`src/rtl/fft_bin_power_pkg.sv`:
```
// fft_bin_power_pkg: Q10.5 constants, FSM states and saturating add shared by the
// FFT power stages.
package fft_bin_power_pkg;

    localparam int DATA_WIDTH = 16;
    localparam int FRAC_BITS  = 5;
    localparam logic [DATA_WIDTH-1:0] SAT_MAX = 16'h7FFF;
    localparam logic [DATA_WIDTH-1:0] SAT_MIN = 16'h8000;

    typedef enum logic [2:0] {IDLE, SQ_RE, WAIT_RE, SQ_IM, WAIT_IM, EMIT} state_t;

    // Signed add with one guard bit; an overflow clamps toward the sign of the true sum.
    function automatic logic [DATA_WIDTH-1:0] sat_add(input logic [DATA_WIDTH-1:0] a,
                                                      input logic [DATA_WIDTH-1:0] b);
        logic signed [DATA_WIDTH:0] s;
        s = $signed({a[DATA_WIDTH-1], a}) + $signed({b[DATA_WIDTH-1], b});
        return (s[DATA_WIDTH] != s[DATA_WIDTH-1]) ? (s[DATA_WIDTH] ? SAT_MIN : SAT_MAX)
                                                  : s[DATA_WIDTH-1:0];
    endfunction

endpackage

```
`src/rtl/fixed_point_multiplier.sv`:
```
// fixed_point_multiplier: two-stage signed fixed-point multiply, re-scaled to P_EXP
// fractional bits with truncation toward zero and saturation to WIDTH bits.
module fixed_point_multiplier #(
    parameter int WIDTH = 16,
    parameter int A_EXP = 5,
    parameter int B_EXP = 5,
    parameter int P_EXP = 5
) (
    input  logic             clk,
    input  logic             rst_n,
    input  logic             en,
    input  logic [WIDTH-1:0] a,
    input  logic [WIDTH-1:0] b,
    output logic [WIDTH-1:0] p,
    output logic             done
);

    localparam int PW = 2 * WIDTH;
    localparam int SH = A_EXP + B_EXP - P_EXP;
    localparam logic signed [PW-1:0] BIAS = PW'((1 << SH) - 1);
    localparam logic signed [PW-1:0] QMAX = {{(PW-WIDTH+1){1'b0}}, {(WIDTH-1){1'b1}}};
    localparam logic signed [PW-1:0] QMIN = ~QMAX;

    logic signed [PW-1:0] prod_r;
    logic signed [PW-1:0] q;
    logic                 v_r;

    // Negative products get a bias before the shift so the drop of low bits rounds toward zero.
    assign q = (prod_r[PW-1] ? prod_r + BIAS : prod_r) >>> SH;

    always_ff @(posedge clk or negedge rst_n) begin
        if (!rst_n) begin
            prod_r <= '0;
            v_r    <= 1'b0;
            done   <= 1'b0;
            p      <= '0;
        end else begin
            if (en) prod_r <= PW'($signed(a)) * PW'($signed(b));
            v_r  <= en;
            done <= v_r;
            if (v_r) p <= q > QMAX ? QMAX[WIDTH-1:0] : q < QMIN ? QMIN[WIDTH-1:0] : q[WIDTH-1:0];
        end
    end

endmodule

```
`src/rtl/fft_bin_power.sv`:
```
// fft_bin_power: per-bin power re^2 + im^2 in Q10.5 through one shared multiplier,
// plus per-frame strongest-bin tracking reported at frame end.
module fft_bin_power
    import fft_bin_power_pkg::*;
#(
    parameter int DATA_WIDTH  = 16,
    parameter int FRAC_BITS   = 5,
    parameter int INDEX_WIDTH = 9
) (
    input  logic                   clk,
    input  logic                   rst_n,
    input  logic                   in_valid,
    output logic                   in_ready,
    input  logic [DATA_WIDTH-1:0]  in_re,
    input  logic [DATA_WIDTH-1:0]  in_im,
    input  logic                   in_last,
    output logic                   pow_valid,
    output logic [DATA_WIDTH-1:0]  pow,
    output logic [INDEX_WIDTH-1:0] pow_index,
    output logic                   peak_valid,
    output logic [INDEX_WIDTH-1:0] peak_index,
    output logic [DATA_WIDTH-1:0]  peak_power
);

    state_t                 state;
    logic [DATA_WIDTH-1:0]  re_r, im_r, sq_re, sq_im, run_pow;
    logic [DATA_WIDTH-1:0]  mul_a, mul_p, sq, pw;
    logic [INDEX_WIDTH-1:0] cnt, run_idx;
    logic                   last_r, mul_en, mul_done, take;

    assign mul_en = (state == SQ_RE) || (state == SQ_IM);
    assign mul_a  = (state == SQ_RE) ? re_r : im_r;
    // A square can never be negative, so a set sign bit can only mean overflow.
    assign sq     = mul_p[DATA_WIDTH-1] ? SAT_MAX : mul_p;
    assign pw     = sat_add(sq_re, sq_im);
    assign take   = (cnt == '0) || (pw > run_pow);

    fixed_point_multiplier #(
        .WIDTH (DATA_WIDTH),
        .A_EXP (FRAC_BITS),
        .B_EXP (FRAC_BITS),
        .P_EXP (FRAC_BITS)
    ) u_mul (
        .clk   (clk),
        .rst_n (rst_n),
        .en    (mul_en),
        .a     (mul_a),
        .b     (mul_a),
        .p     (mul_p),
        .done  (mul_done)
    );

    always_ff @(posedge clk or negedge rst_n) begin
        if (!rst_n) begin
            state      <= IDLE;
            in_ready   <= 1'b1;
            pow_valid  <= 1'b0;
            pow        <= '0;
            pow_index  <= '0;
            peak_valid <= 1'b0;
            peak_index <= '0;
            peak_power <= '0;
            re_r       <= '0;
            im_r       <= '0;
            last_r     <= 1'b0;
            sq_re      <= '0;
            sq_im      <= '0;
            cnt        <= '0;
            run_idx    <= '0;
            run_pow    <= '0;
        end else begin
            pow_valid  <= 1'b0;
            peak_valid <= 1'b0;
            case (state)
                IDLE: if (in_valid) begin
                    re_r     <= in_re;
                    im_r     <= in_im;
                    last_r   <= in_last;
                    in_ready <= 1'b0;
                    state    <= SQ_RE;
                end
                SQ_RE: state <= WAIT_RE;
                WAIT_RE: if (mul_done) begin
                    sq_re <= sq;
                    state <= SQ_IM;
                end
                SQ_IM: state <= WAIT_IM;
                WAIT_IM: if (mul_done) begin
                    sq_im <= sq;
                    state <= EMIT;
                end
                EMIT: begin
                    pow       <= pw;
                    pow_valid <= 1'b1;
                    pow_index <= cnt;
                    if (take) begin
                        run_idx <= cnt;
                        run_pow <= pw;
                    end
                    // A counter wrap without last simply starts a new frame at index 0.
                    if (last_r) begin
                        peak_valid <= 1'b1;
                        peak_index <= take ? cnt : run_idx;
                        peak_power <= take ? pw : run_pow;
                        cnt        <= '0;
                    end else begin
                        cnt <= cnt + 1'b1;
                    end
                    in_ready <= 1'b1;
                    state    <= IDLE;
                end
                default: state <= IDLE;
            endcase
        end
    end

endmodule

```
`config.mk`:
```
export PLATFORM = sky130hd
export DESIGN_NAME = fft_bin_power
export DESIGN_NICKNAME = d
export VERILOG_FILES = /design/src/rtl/fft_bin_power_pkg.sv /design/src/rtl/fixed_point_multiplier.sv /design/src/rtl/fft_bin_power.sv
export SDC_FILE = /design/constraint.sdc
export NUM_CORES = 1
export LEC_CHECK = 0
export CAP_MARGIN = 20
export CORE_MARGIN = 10
export CORE_UTILIZATION = 50
export CTS_CLUSTER_DIAMETER = 100
export CTS_CLUSTER_SIZE = 8
export DETAILED_ROUTE_END_ITERATION = 6
export PLACE_DENSITY = 0.65
export RECOVER_POWER = 50
export SYNTH_ARGS = -nofsm -noshare
export SYNTH_HDL_FRONTEND = slang
export SYNTH_SLANG_ARGS = --single-unit
```
`constraint.sdc`:
```
create_clock -name clk -period 15.5 [get_ports clk]
set_input_delay 2.325 -clock clk [delete_from_list [all_inputs] [get_ports clk]]
set_output_delay 2.325 -clock clk [all_outputs]
set_load 0.1 [all_outputs]
```
==> impl_table.tex <==
\begin{tabular}{lr}
\hline
Metric & Value \\
\hline
\multicolumn{2}{l}{\textbf{Timing}} \\
\quad Post-Route Skew & 0.0274 ns \\
\quad \# setup viols final & 0 \\
\quad Transition time at the pin with the least slew margin & 5.35 ns \\
\quad Post-route fraction of the period consumed by the critical path & 69.0\% \\
\quad Final min period & 10.69 ns \\
\quad Worst-case hold slack & 0.472 ns \\
\quad Max-slew violation total from the final report & 349 \\
\quad RSZ-0062 raised after global routing & no \\
\quad Setup TNS & 0 ns \\
\quad Number of endpoints with negative hold slack in the final report & 0 \\
\quad Maximum clock frequency & 93.5 MHz \\
\quad Tightest slew margin relative to the limit & -257\% \\
\multicolumn{2}{l}{\textbf{Logic synthesis}} \\
\quad Mean post-synth cell area & 9.68 sq um \\
\quad Post-synth cell types & 72 \\
\quad Post-synth top area share & 27.4\% \\
\quad Fraction of the mapped netlist area in adder cells & approximately a third \\
\quad Mux contribution to synthesized area & 5.09\% \\
\quad Number of storage elements in the synthesis netlist & $\sim$200 \\
\quad Post-Synthesis Net Count & between 2000 and 2500 \\
\quad Count of flip-flops with a built-in enable after synthesis & 0 \\
\quad Yosys Warn Count & 0 \\
\quad Post-synth ARST share & 100\% \\
\quad Share of synthesized cell area in and, or, nand and nor gates & 10.6\% \\
\quad Most common cell in the synthesized netlist & inv\_1 \\
\quad Xor/xnor share of the synthesized area & approximately 3.4\% \\
\quad Complex-gate fraction of the synthesized area & around a tenth \\
\quad Top\_reg\_cell synth & dfrtp\_1 \\
\quad Leading post-synthesis cells by cell area & dfrtp\_1 (27\%), fa\_1 (26\%), ha\_1 (8.3\%) \\
\quad Part of the Yosys area used for sequential elements & 27.6\% \\
\quad Top post-synthesis cells by count & inv\_1 (372), fa\_1 (234), dfrtp\_1 (200) \\
\quad Combinational family with the most area after synthesis & adder cells \\
\quad Most area-hungry cell type in the Yosys netlist & dfrtp\_1 \\
\quad Cell area after synthesis & 0.0182 sq mm \\
\quad Cells after synthesis & roughly 1900 \\
\multicolumn{2}{l}{\textbf{Place}} \\
\quad Final HPWL from detailed placement & 33500 microns \\
\quad Cell Count Post-Placement & 2381 \\
\quad Total cell area at the placement stage & 0.0195 sq mm \\
\quad Final weighted congestion in routability-driven placement & 0.898 \\
\quad Number of I/O port buffers & 87 \\
\multicolumn{2}{l}{\textbf{Clocking}} \\
\quad CTS clk-pin slew, worst paths & approximately 0.060 ns \\
\quad CTS buffer count & 29 \\
\quad Clock tree from TritonCTS & yes \\
\quad Clock root cell & clkbuf\_16 \\
\quad Clock network latency to the later pin of the worst-skew pair & between 0.5 and 0.6 ns \\
\quad Longest Clk Path Bufs & 3 \\
\quad Post-CTS setup buffers & 0 \\
\quad Number of instances resized during post-cts repair & 0 \\
\quad \# H-tree levels & 1 \\
\quad Sinks on Clock Net & 201 \\
\quad Count of hold buffers inserted by post-cts repair & 0 \\
\multicolumn{2}{l}{\textbf{Setup path}} \\
\quad Critical path's most frequent cell & fa\_1 \\
\quad Biggest cell delay along the critical path & 1.52 ns \\
\quad Crit path capture type & flop \\
\quad Crit Path Max Fanout & 61 \\
\quad Endpoint arrival time on the critical path & 11.02 ns \\
\quad Startpoint type of the worst setup path & flop \\
\quad Slowest cell on crit path & clkbuf\_1 \\
\quad Crit path required time & between 15 and 20 ns \\
\quad Critical path class & flop to flop \\
\multicolumn{2}{l}{\textbf{Drt}} \\
\quad Remaining antenna violation count & 0 \\
\quad Total vias in the final route & 12927 \\
\quad Post-DR vias/cell & 5.33 \\
\quad Violation count after the first detailed-routing iteration & 671 \\
\quad DRC violations left & 0 \\
\quad Post-detailed-routing wire length & approximately 43000 microns \\
\quad Pre-antenna DRT Iters & 5 \\
\quad Post-DR wirelength/cell & 17.6 microns \\
\multicolumn{2}{l}{\textbf{Die}} \\
\quad I/O Pins & 89 \\
\quad Number of core rows & 69 \\
\quad Initial core utilization & 51.0\% \\
\quad Placeable core region & between 0.03 and 0.04 sq mm \\
\quad DIE WIDTH & 211 microns \\
\quad Die H & $\sim$210 microns \\
\quad Die outline area & 0.0445 sq mm \\
\multicolumn{2}{l}{\textbf{Global routing}} \\
\quad First-pass GRT wire length & 71400 microns \\
\quad Remaining global-route overflow & 0 \\
\quad Number of antenna violations at the first check in global routing & 0 \\
\quad Maximum number of pins on one net before global-route repair & 101 \\
\quad Combined global-route utilization of all metal layers & between 10\% and 20\% \\
\quad Vias in the first global route & 13651 \\
\multicolumn{2}{l}{\textbf{Status}} \\
\quad Failing checks & max-capacitance violations, max-slew violations \\
\quad Run status & finished with violations \\
\multicolumn{2}{l}{\textbf{Cells and area}} \\
\quad Number of nets in the final layout & 2342 \\
\quad Non-filler cells, final & 2426 \\
\quad Number of filler instances in the final layout & 3213 \\
\quad Layout overhead on the synthesized area & 11.3\% \\
\quad Share of layout cells above drive strength 1 & 5.80\% \\
\quad Number of antenna cells inserted & 0 \\
\quad Design area & 0.0203 sq mm \\
\multicolumn{2}{l}{\textbf{Hold path}} \\
\quad Class of the tightest hold or removal check & flop to flop \\
\multicolumn{2}{l}{\textbf{Flow run}} \\
\quad \# Max-Cap Violations & 7 \\
\hline
\end{tabular}
[routing by layer]
metal | track usage (%) | part of all wire [%] | vias up
met5 | 0 | 0 | -
met1 | 25.0 | 42 | 6490
met2 | 34.8 | 51 | 252
met3 | 2.06 | 3.6 | 72
met4 | 6.42 | 3.0 | 0
li1 | - | - | 6113
[through the flow]
stage	worst slack (ns)	util, %
final	4.81	56.8
after global routing	3.72	56.8
after CTS	6.85	56.9
after detailed placement	6.91	54.7
after global placement	6.71	54.6
after floorplan	8.34	-
[placed cells by master (no fill, tap or decap), types with 16 or more instances in the layout]
cell type,synthesis,routed
inv_1,372,372
fa_1,234,234
dfrtp_1,200,200
nand2_1,197,197
nor2_1,148,149
ha_1,121,121
clkdlybuf4s50_1,0,85
o21ai_0,82,82
a21oi_1,74,74
mux2_2,49,48
xnor2_1,42,42
xor2_1,29,29
clkbuf_16,0,29
and3_1,25,25
a21o_1,24,24
clkbuf_1,55,22
mux2i_1,18,18
a31oi_1,18,18
o211ai_1,16,16
[path summary, 6_finish.rpt]
| check | from | to | slack (ns) | cells after the start |
|---|---|---|---|---|
| max | state[0] | u_mul.prod_r[24] | 4.81 | 26 |
| min | pow[9] | pow[9] | 0.47 | 2 |
| max reg2reg | state[0] | u_mul.prod_r[24] | 4.81 | 26 |
| min reg2reg | pow[9] | pow[9] | 0.47 | 2 |
| max in group asynchronous | rst_n | im_r[13] | 7.15 | 3 |
| min in group asynchronous | rst_n | pow[5] | 3.69 | 1 |
[worst max-delay path, delay by kind of cell, from the launching register on]
kind	cells	cell delay [ns]
compound gates	7	1.42
simple gates	3	1.59
buf+inv	7	2.32
mux	1	1.09
flops	1	0.47
fa+ha+maj	7	3.41
xor+xnor	1	0.14
[flip-flops by register name (all words and copies together), names as in the netlist, 15 cells and up]
name,count
sq_im,15
u_mul.p,16
re_r,16
peak_power,16
im_r,16
pow,15
sq_re,15
u_mul.prod_r,31
run_pow,16
[final cells by class]
class	instances	area [sq um]	area share, %
Clock inverter	2	28.8	0.142
Sequential cell	201	5030	24.8
Inverter	378	1420	6.99
Timing Repair Buffer	103	958	4.72
Multi-Input combinational cell	1238	11500	56.7
Clock buffer	43	778	3.84
Tap cell	461	577	2.84
[logic make-up (layout without fill, tap and decap cells)]
kind of cell               Yosys count  after routing
adders and majority gates          355            355
muxes                               81             81
AOI/OAI and AO/OA                  283            283
DFF                                201            201
other                                1              1
buffers and inverters              445            526
and+or+nand+nor                    447            447
xor gates and xnor gates            71             71
Power is not shown: default switching activity piles up to over one toggle a cycle in this logic, so the estimate is an artifact.
